<file path="config.mk">
export PLATFORM = sky130hd
export DESIGN_NAME = debounce_bank
export DESIGN_NICKNAME = d
export VERILOG_FILES = /design/src/rtl/debounce_pkg.sv /design/src/rtl/debounce_chan.sv /design/src/rtl/debounce_bank.sv
export SDC_FILE = /design/constraint.sdc
export NUM_CORES = 1
export LEC_CHECK = 0
export CAP_MARGIN = 20
export CORE_MARGIN = 2
export CORE_UTILIZATION = 30
export CTS_BUF_LIST = sky130_fd_sc_hd__clkbuf_4 sky130_fd_sc_hd__clkbuf_8 sky130_fd_sc_hd__clkbuf_16
export CTS_CLUSTER_DIAMETER = 150
export DETAILED_ROUTE_END_ITERATION = 10
export GPL_TIMING_DRIVEN = 0
export HOLD_SLACK_MARGIN = 0.05
export PLACE_DENSITY_LB_ADDON = 0.15
export SETUP_SLACK_MARGIN = 0.1
export SLEW_MARGIN = 20
export SYNTH_ARGS = -nofsm -noshare
export SYNTH_HDL_FRONTEND = slang
export SYNTH_SLANG_ARGS = --single-unit
</file>
<file path="constraint.sdc">
create_clock -name clk -period 2.08 [get_ports clk]
set_clock_uncertainty 0.2 [all_clocks]
set_input_delay 0.624 -clock clk [delete_from_list [all_inputs] [get_ports clk]]
set_output_delay 0.624 -clock clk [all_outputs]
set_load 0.02 [all_outputs]
</file>
<file path="src/rtl/debounce_pkg.sv">
`default_nettype none
// ============================================================================
// Module      : debounce_pkg
// Description : Shared defaults and legal parameter ranges for the debounce
//               bank and its per-channel slice, plus a prescaler width helper.
// Revision    : 1.0 - initial release
// ============================================================================
package debounce_pkg;

    // Default parameter values
    localparam int DEF_CH          = 4;
    localparam int DEF_CNT_BITS    = 14;
    localparam int DEF_PRESCALE    = 1;
    localparam int DEF_HOLD_BITS   = 8;
    localparam int DEF_RESET_LEVEL = 0;

    // Legal parameter ranges (inclusive)
    localparam int CH_MIN        = 1;
    localparam int CH_MAX        = 32;
    localparam int CNT_BITS_MIN  = 2;
    localparam int CNT_BITS_MAX  = 20;
    localparam int PRESCALE_MIN  = 1;
    localparam int PRESCALE_MAX  = 65535;
    localparam int HOLD_BITS_MIN = 2;
    localparam int HOLD_BITS_MAX = 16;

    // Width of a counter running 0..p-1. A divide-by-one prescaler still
    // gets a one-bit register so the port/compare widths never collapse.
    function automatic int ps_width(input int p);
        int v;
        v = (p > PRESCALE_MAX) ? PRESCALE_MAX : p;
        if (v <= 1) begin
            return 1;
        end
        return $clog2(v);
    endfunction

endpackage : debounce_pkg
`default_nettype wire

</file>
<file path="src/rtl/debounce_chan.sv">
`default_nettype none
// ============================================================================
// Module      : debounce_chan
// Description : One debounce channel: 2-flop synchronizer, history pair,
//               stability counter, long-press counter and registered
//               clean/rise/fall/hold outputs.
// Ports       : clk, reset (sync, active-high), tick (shared prescaler
//               strobe), pb (raw level) -> clean_pb, rise, fall, hold.
// Revision    : 1.0 - initial release
// ============================================================================
module debounce_chan
    import debounce_pkg::*;
#(
    parameter int CNT_BITS    = DEF_CNT_BITS,
    parameter int HOLD_BITS   = DEF_HOLD_BITS,
    parameter int RESET_LEVEL = DEF_RESET_LEVEL
) (
    input  logic clk,
    input  logic reset,
    input  logic tick,
    input  logic pb,
    output logic clean_pb,
    output logic rise,
    output logic fall,
    output logic hold
);

    localparam logic c_rst_lvl = (RESET_LEVEL != 0);
    localparam logic [CNT_BITS-1:0]  c_cnt_one  = {{(CNT_BITS-1){1'b0}}, 1'b1};
    localparam logic [HOLD_BITS-1:0] c_hold_one = {{(HOLD_BITS-1){1'b0}}, 1'b1};

    // r_sync_q[1] is the synchronized bit s; r_sdly_q is its delayed copy.
    logic [1:0]           r_sync_q,   w_sync_d;
    logic                 r_sdly_q,   w_sdly_d;
    logic [CNT_BITS-1:0]  r_count_q,  w_count_d;
    logic [HOLD_BITS-1:0] r_hcount_q, w_hcount_d;
    logic                 r_clean_q,  w_clean_d;
    logic                 r_rise_q,   w_rise_d;
    logic                 r_fall_q,   w_fall_d;
    logic                 r_hold_q,   w_hold_d;

    always_comb begin
        w_sync_d   = {r_sync_q[0], pb};
        w_sdly_d   = r_sync_q[1];
        w_count_d  = r_count_q;
        w_clean_d  = r_clean_q;
        w_hcount_d = r_hcount_q;

        // Any history mismatch restarts the full stability interval; once
        // saturated the counter simply keeps the clean level tracking s_d.
        if (r_sync_q[1] != r_sdly_q) begin
            w_count_d = '0;
        end else if (&r_count_q) begin
            w_clean_d = r_sdly_q;
        end else if (tick) begin
            w_count_d = r_count_q + c_cnt_one;
        end

        // Long-press timer runs only while the current clean level is high.
        if (!r_clean_q) begin
            w_hcount_d = '0;
        end else if (tick && !(&r_hcount_q)) begin
            w_hcount_d = r_hcount_q + c_hold_one;
        end

        // Edge pulses are registered alongside the clean level so they
        // appear in the same cycle as the new value.
        w_rise_d = w_clean_d & ~r_clean_q;
        w_fall_d = ~w_clean_d & r_clean_q;
        w_hold_d = (&w_hcount_d) & ~(&r_hcount_q);
    end

    always_ff @(posedge clk) begin
        if (reset) begin
            r_sync_q   <= {2{c_rst_lvl}};
            r_sdly_q   <= c_rst_lvl;
            r_clean_q  <= c_rst_lvl;
            r_count_q  <= '0;
            r_hcount_q <= '0;
            r_rise_q   <= 1'b0;
            r_fall_q   <= 1'b0;
            r_hold_q   <= 1'b0;
        end else begin
            r_sync_q   <= w_sync_d;
            r_sdly_q   <= w_sdly_d;
            r_clean_q  <= w_clean_d;
            r_count_q  <= w_count_d;
            r_hcount_q <= w_hcount_d;
            r_rise_q   <= w_rise_d;
            r_fall_q   <= w_fall_d;
            r_hold_q   <= w_hold_d;
        end
    end

    assign clean_pb = r_clean_q;
    assign rise     = r_rise_q;
    assign fall     = r_fall_q;
    assign hold     = r_hold_q;

endmodule : debounce_chan
`default_nettype wire

</file>
<file path="src/rtl/debounce_bank.sv">
`default_nettype none
// ============================================================================
// Module      : debounce_bank
// Description : Bank of CH independent push-button debouncers sharing one
//               free-running tick prescaler.
// Ports       : clk, reset (sync, active-high), pb[CH] raw levels ->
//               clean_pb[CH], rise[CH], fall[CH], hold[CH] (one-cycle pulses).
// Revision    : 1.0 - initial release
// ============================================================================
module debounce_bank
    import debounce_pkg::*;
#(
    parameter int CH          = DEF_CH,
    parameter int CNT_BITS    = DEF_CNT_BITS,
    parameter int PRESCALE    = DEF_PRESCALE,
    parameter int HOLD_BITS   = DEF_HOLD_BITS,
    parameter int RESET_LEVEL = DEF_RESET_LEVEL
) (
    input  logic          clk,
    input  logic          reset,
    input  logic [CH-1:0] pb,
    output logic [CH-1:0] clean_pb,
    output logic [CH-1:0] rise,
    output logic [CH-1:0] fall,
    output logic [CH-1:0] hold
);

    localparam int                c_ps_w   = ps_width(PRESCALE);
    localparam logic [c_ps_w-1:0] c_ps_max = c_ps_w'(PRESCALE - 1);
    localparam logic [c_ps_w-1:0] c_ps_one = {{(c_ps_w-1){1'b0}}, 1'b1};

    logic [c_ps_w-1:0] r_ps_q, w_ps_d;
    logic              w_tick;

    // With PRESCALE=1 the counter sits at zero and tick is permanently high.
    always_comb begin
        w_tick = (r_ps_q == c_ps_max);
        w_ps_d = w_tick ? '0 : (r_ps_q + c_ps_one);
    end

    always_ff @(posedge clk) begin
        if (reset) begin
            r_ps_q <= '0;
        end else begin
            r_ps_q <= w_ps_d;
        end
    end

    for (genvar i = 0; i < CH; i++) begin : g_chan
        debounce_chan #(
            .CNT_BITS    (CNT_BITS),
            .HOLD_BITS   (HOLD_BITS),
            .RESET_LEVEL (RESET_LEVEL)
        ) u_chan (
            .clk      (clk),
            .reset    (reset),
            .tick     (w_tick),
            .pb       (pb[i]),
            .clean_pb (clean_pb[i]),
            .rise     (rise[i]),
            .fall     (fall[i]),
            .hold     (hold[i])
        );
    end

endmodule : debounce_bank
`default_nettype wire

</file>
==> results.toml <==
[sta]
fmax_ghz = 0.508
setup_slack_ns = 0.111
worstMarginPinSlew_ns = 0.604
rsz0062_at_grt = "true"
period_needed_ns = 1.97
finalSetupTns_ns = 0
maxSlewViolCount = 0
hold_viol_final = 0
final-setup-viol-count = 0
period_share_pct = 94.7
max_slew_margin_pct = 59.7

[power_and_ir_drop]
pwr-share-comb_pct = 3.2
p_leak_uw = 0.00251
finalPower_uw = 5580
p_switching_uw = 1150
clkPwrFrac_pct = 55.9
p_seq_share_pct = 41.0
internal_power_uw = 4430
power_density_mw_per_mm2 = 762
ir_drop_uv = 615
swShare_pct = 20.6

[clocking]
cts_tree = "done"
root_buffer = "clkbuf_16"
clock_latency_ns = 0.42
clkTransAtPathRegs_ns = 0.05
numCtsBuffers = 17
cts_buffer_depth = 2
clock_sinks = 117
htreeDepth = 4

[place]
routabilityCongestion = 0.844
placed_area_mm2 = 0.00601
dpl.hpwl_mm = 8.50
pre_cts_slack_ns = -1.10
placed_cells_incl_taps = 886
numPortBuffers = 21

[critical_path]
cp-start-kind = "flip-flop"
required_ns = 2.20
crit_path_end_kind = "flip-flop"
worstPathMaxFanout = 10
crit_type = "flip-flop to flip-flop"
critPathArrivalTime_ns = 2.09

[detailed_routing]
drt_iter0_drc = 176
drtPass1Iterations = 4
antenna_left = 0
via_per_inst = 5.02
wire_per_inst_um = 14.0
totalWireLength_mm = 13.3
num_vias = 4749
remaining_drc_errors = 0

[finish]
area_growth_pct = 33.1
final_area_mm2 = 0.00732
final_cells = 946
layout_common_cells = "dfxtp_1, nor2_1, buf_4, xnor2_1, nand2_1"
n_fill_cell = 1753
antenna_cells = 0
drive_gt1_share_pct = 28.3
final_common_cell = "dfxtp_1"
nets = 718

[global_routing]
grt_pass1_vias = 4440
grt-ovfl-total = 0
grt_pass1_wl_mm = 21.4
antenna_found_initial = 0
grt_usage_pct = 13.7
grt_max_degree = 17

[floorplan]
die_y_um = 139
num_rows = 49
core_area_mm2 = 0.0180
pin_count = 22
initial_core_util_pct = 30.6
die_w_um = 139
fp.dieArea_mm2 = 0.0194

[yosys]
synth_ff_type = "dfxtp_1"
yosys.cell_types.count = 55
yosys_warnings = 0
synth_edf_count = 0
netlist_area_mm2 = 0.00550
synth.avg_cell_area_um2 = 8.65
yosys_register_bits = 117
async_flop_share_pct = 0
ys_seq_area_share_pct = 42.6
synthCells = 636
synth.net_count = 650

[worst_hold_path]
hold_path.class = "flip-flop to flip-flop"

[outcome]
status = "finished clean"

[job]
maxCapViolations = 0
area by class of cell:
cell class	instances	area (µm²)	area share (%)
Clock buffer	22	475	6.50
Timing Repair Buffer	49	372	5.08
Sequential cell	117	2410	32.9
Inverter	10	38.8	0.530
Buffer	41	282	3.85
Tap cell	229	287	3.92
Clock inverter	10	153	2.09
Multi-Input combinational cell	468	3300	45.2
flip-flops by register name, indices dropped and copies added (netlist names):
| signal | count |
|---|---|
| g_chan.u_chan.rise | 4 |
| g_chan.u_chan.fall | 4 |
| g_chan.u_chan.r_count_q | 56 |
| g_chan.u_chan.clean_pb | 4 |
| g_chan.u_chan.hold | 4 |
| g_chan.u_chan.r_sdly_q | 4 |
| g_chan.u_chan.r_sync_q | 8 |
| g_chan.u_chan.r_hcount_q | 32 |
| r_ps_q | 1 |
Yosys cell counts, types with 3 or more instances:
cell type | instances | area, µm²
nand2b_1 | 11 | 68.8
a311oi_1 | 3 | 26.3
o221ai_1 | 3 | 26.3
or2_2 | 4 | 25.0
and3b_1 | 3 | 26.3
xor2_1 | 14 | 123
nor4bb_1 | 3 | 30.0
ha_1 | 8 | 100
nor3_1 | 27 | 135
a31oi_1 | 13 | 81.3
inv_1 | 9 | 33.8
nor2b_1 | 26 | 163
and2_1 | 3 | 18.8
nand3_1 | 30 | 150
and3_1 | 11 | 68.8
a2111oi_0 | 5 | 43.8
o31ai_1 | 4 | 30.0
clkbuf_1 | 22 | 82.6
nor4_1 | 10 | 62.6
a211oi_1 | 6 | 45.0
nand4_1 | 21 | 131
o21ai_0 | 20 | 100
nand2_1 | 35 | 131
and4_1 | 7 | 61.3
mux2i_1 | 8 | 80.1
nor4b_1 | 3 | 26.3
xnor2_1 | 37 | 324
o21bai_1 | 3 | 22.5
mux2_2 | 4 | 45.0
nor3b_1 | 3 | 22.5
buf_4 | 16 | 120
or3_1 | 6 | 37.5
and4b_1 | 5 | 50.1
a41oi_1 | 4 | 35.0
dfxtp_1 | 117 | 2340
a21oi_1 | 22 | 110
nand4b_1 | 3 | 26.3
nor2_1 | 85 | 319
repair_timing:
action / in CTS / in global routing
hold buffers: 0 / 0
pin swaps: 9 / 20
resized for setup: 127 / 79
gates cloned: 0 / 0
setup endpoints to repair: 99 / 48
setup buffers: 10 / 18
metal layers:
metal  global-route usage (%)  routed length (µm)  vias up
met3                     3.65                 378       21
met4                     6.33                 278        0
li1                         -                   -     2396
met2                     22.4                6290       67
met5                        0                   0        -
met1                     16.8                6320     2265
power by group through the flow:
| stage | clock [µW] | combinational, µW | sequential, µW |
|---|---|---|---|
| global placement | 0 | 150 | 2330 |
| CTS | 3200 | 168 | 2280 |
| global route | 3310 | 196 | 2290 |
| finish | 3110 | 178 | 2280 |
| detailed placement | 0 | 153 | 2340 |
| floorplan | 0 | 99.8 | 2330 |
per-stage QoR:
step	hold slack, ns	utilization (%)
final	0.238	40.7
after global routing	0.258	40.7
after CTS	0.243	38.8
after detailed placement	0.230	33.5
after floorplan	0.214	-
after global placement	0.225	33.4
cells by family (layout without fill, tap and decap cells):
| logic type | after synthesis | in the layout | synth area share [%] |
|---|---|---|---|
| AOI/OAI and AO/OA | 95 | 95 | 11.5 |
| xor gates and xnor gates | 51 | 51 | 8.12 |
| adders and majority gates | 8 | 8 | 1.82 |
| buffers and inverters | 51 | 132 | 4.62 |
| DFF | 117 | 117 | 42.6 |
| muxes | 12 | 12 | 2.28 |
| other | 1 | 1 | 0.0682 |
| and+or+nand+nor | 301 | 301 | 29.0 |
critical path: stages (launching register included):
cell	delay [ns]
dfxtp_1	0.29
clkbuf_2	0.17
and4_1	0.25
a2111oi_4	0.38
xor2_1	0.17
nand2_1	0.11
nor4_4	0.30
worst paths after layout:
path	start	endpoint	slack [ns]	cells after the start
max reg2reg	g_chan[0].u_chan.r_hcount_q[4]	g_chan[0].u_chan.hold	0.11	6
min reg2reg	g_chan[2].u_chan.r_sync_q[0]	g_chan[2].u_chan.r_sync_q[1]	0.24	1
min	g_chan[2].u_chan.r_sync_q[0]	g_chan[2].u_chan.r_sync_q[1]	0.24	1
max	g_chan[0].u_chan.r_hcount_q[4]	g_chan[0].u_chan.hold	0.11	6
Power figures use the tool's default switching activity.
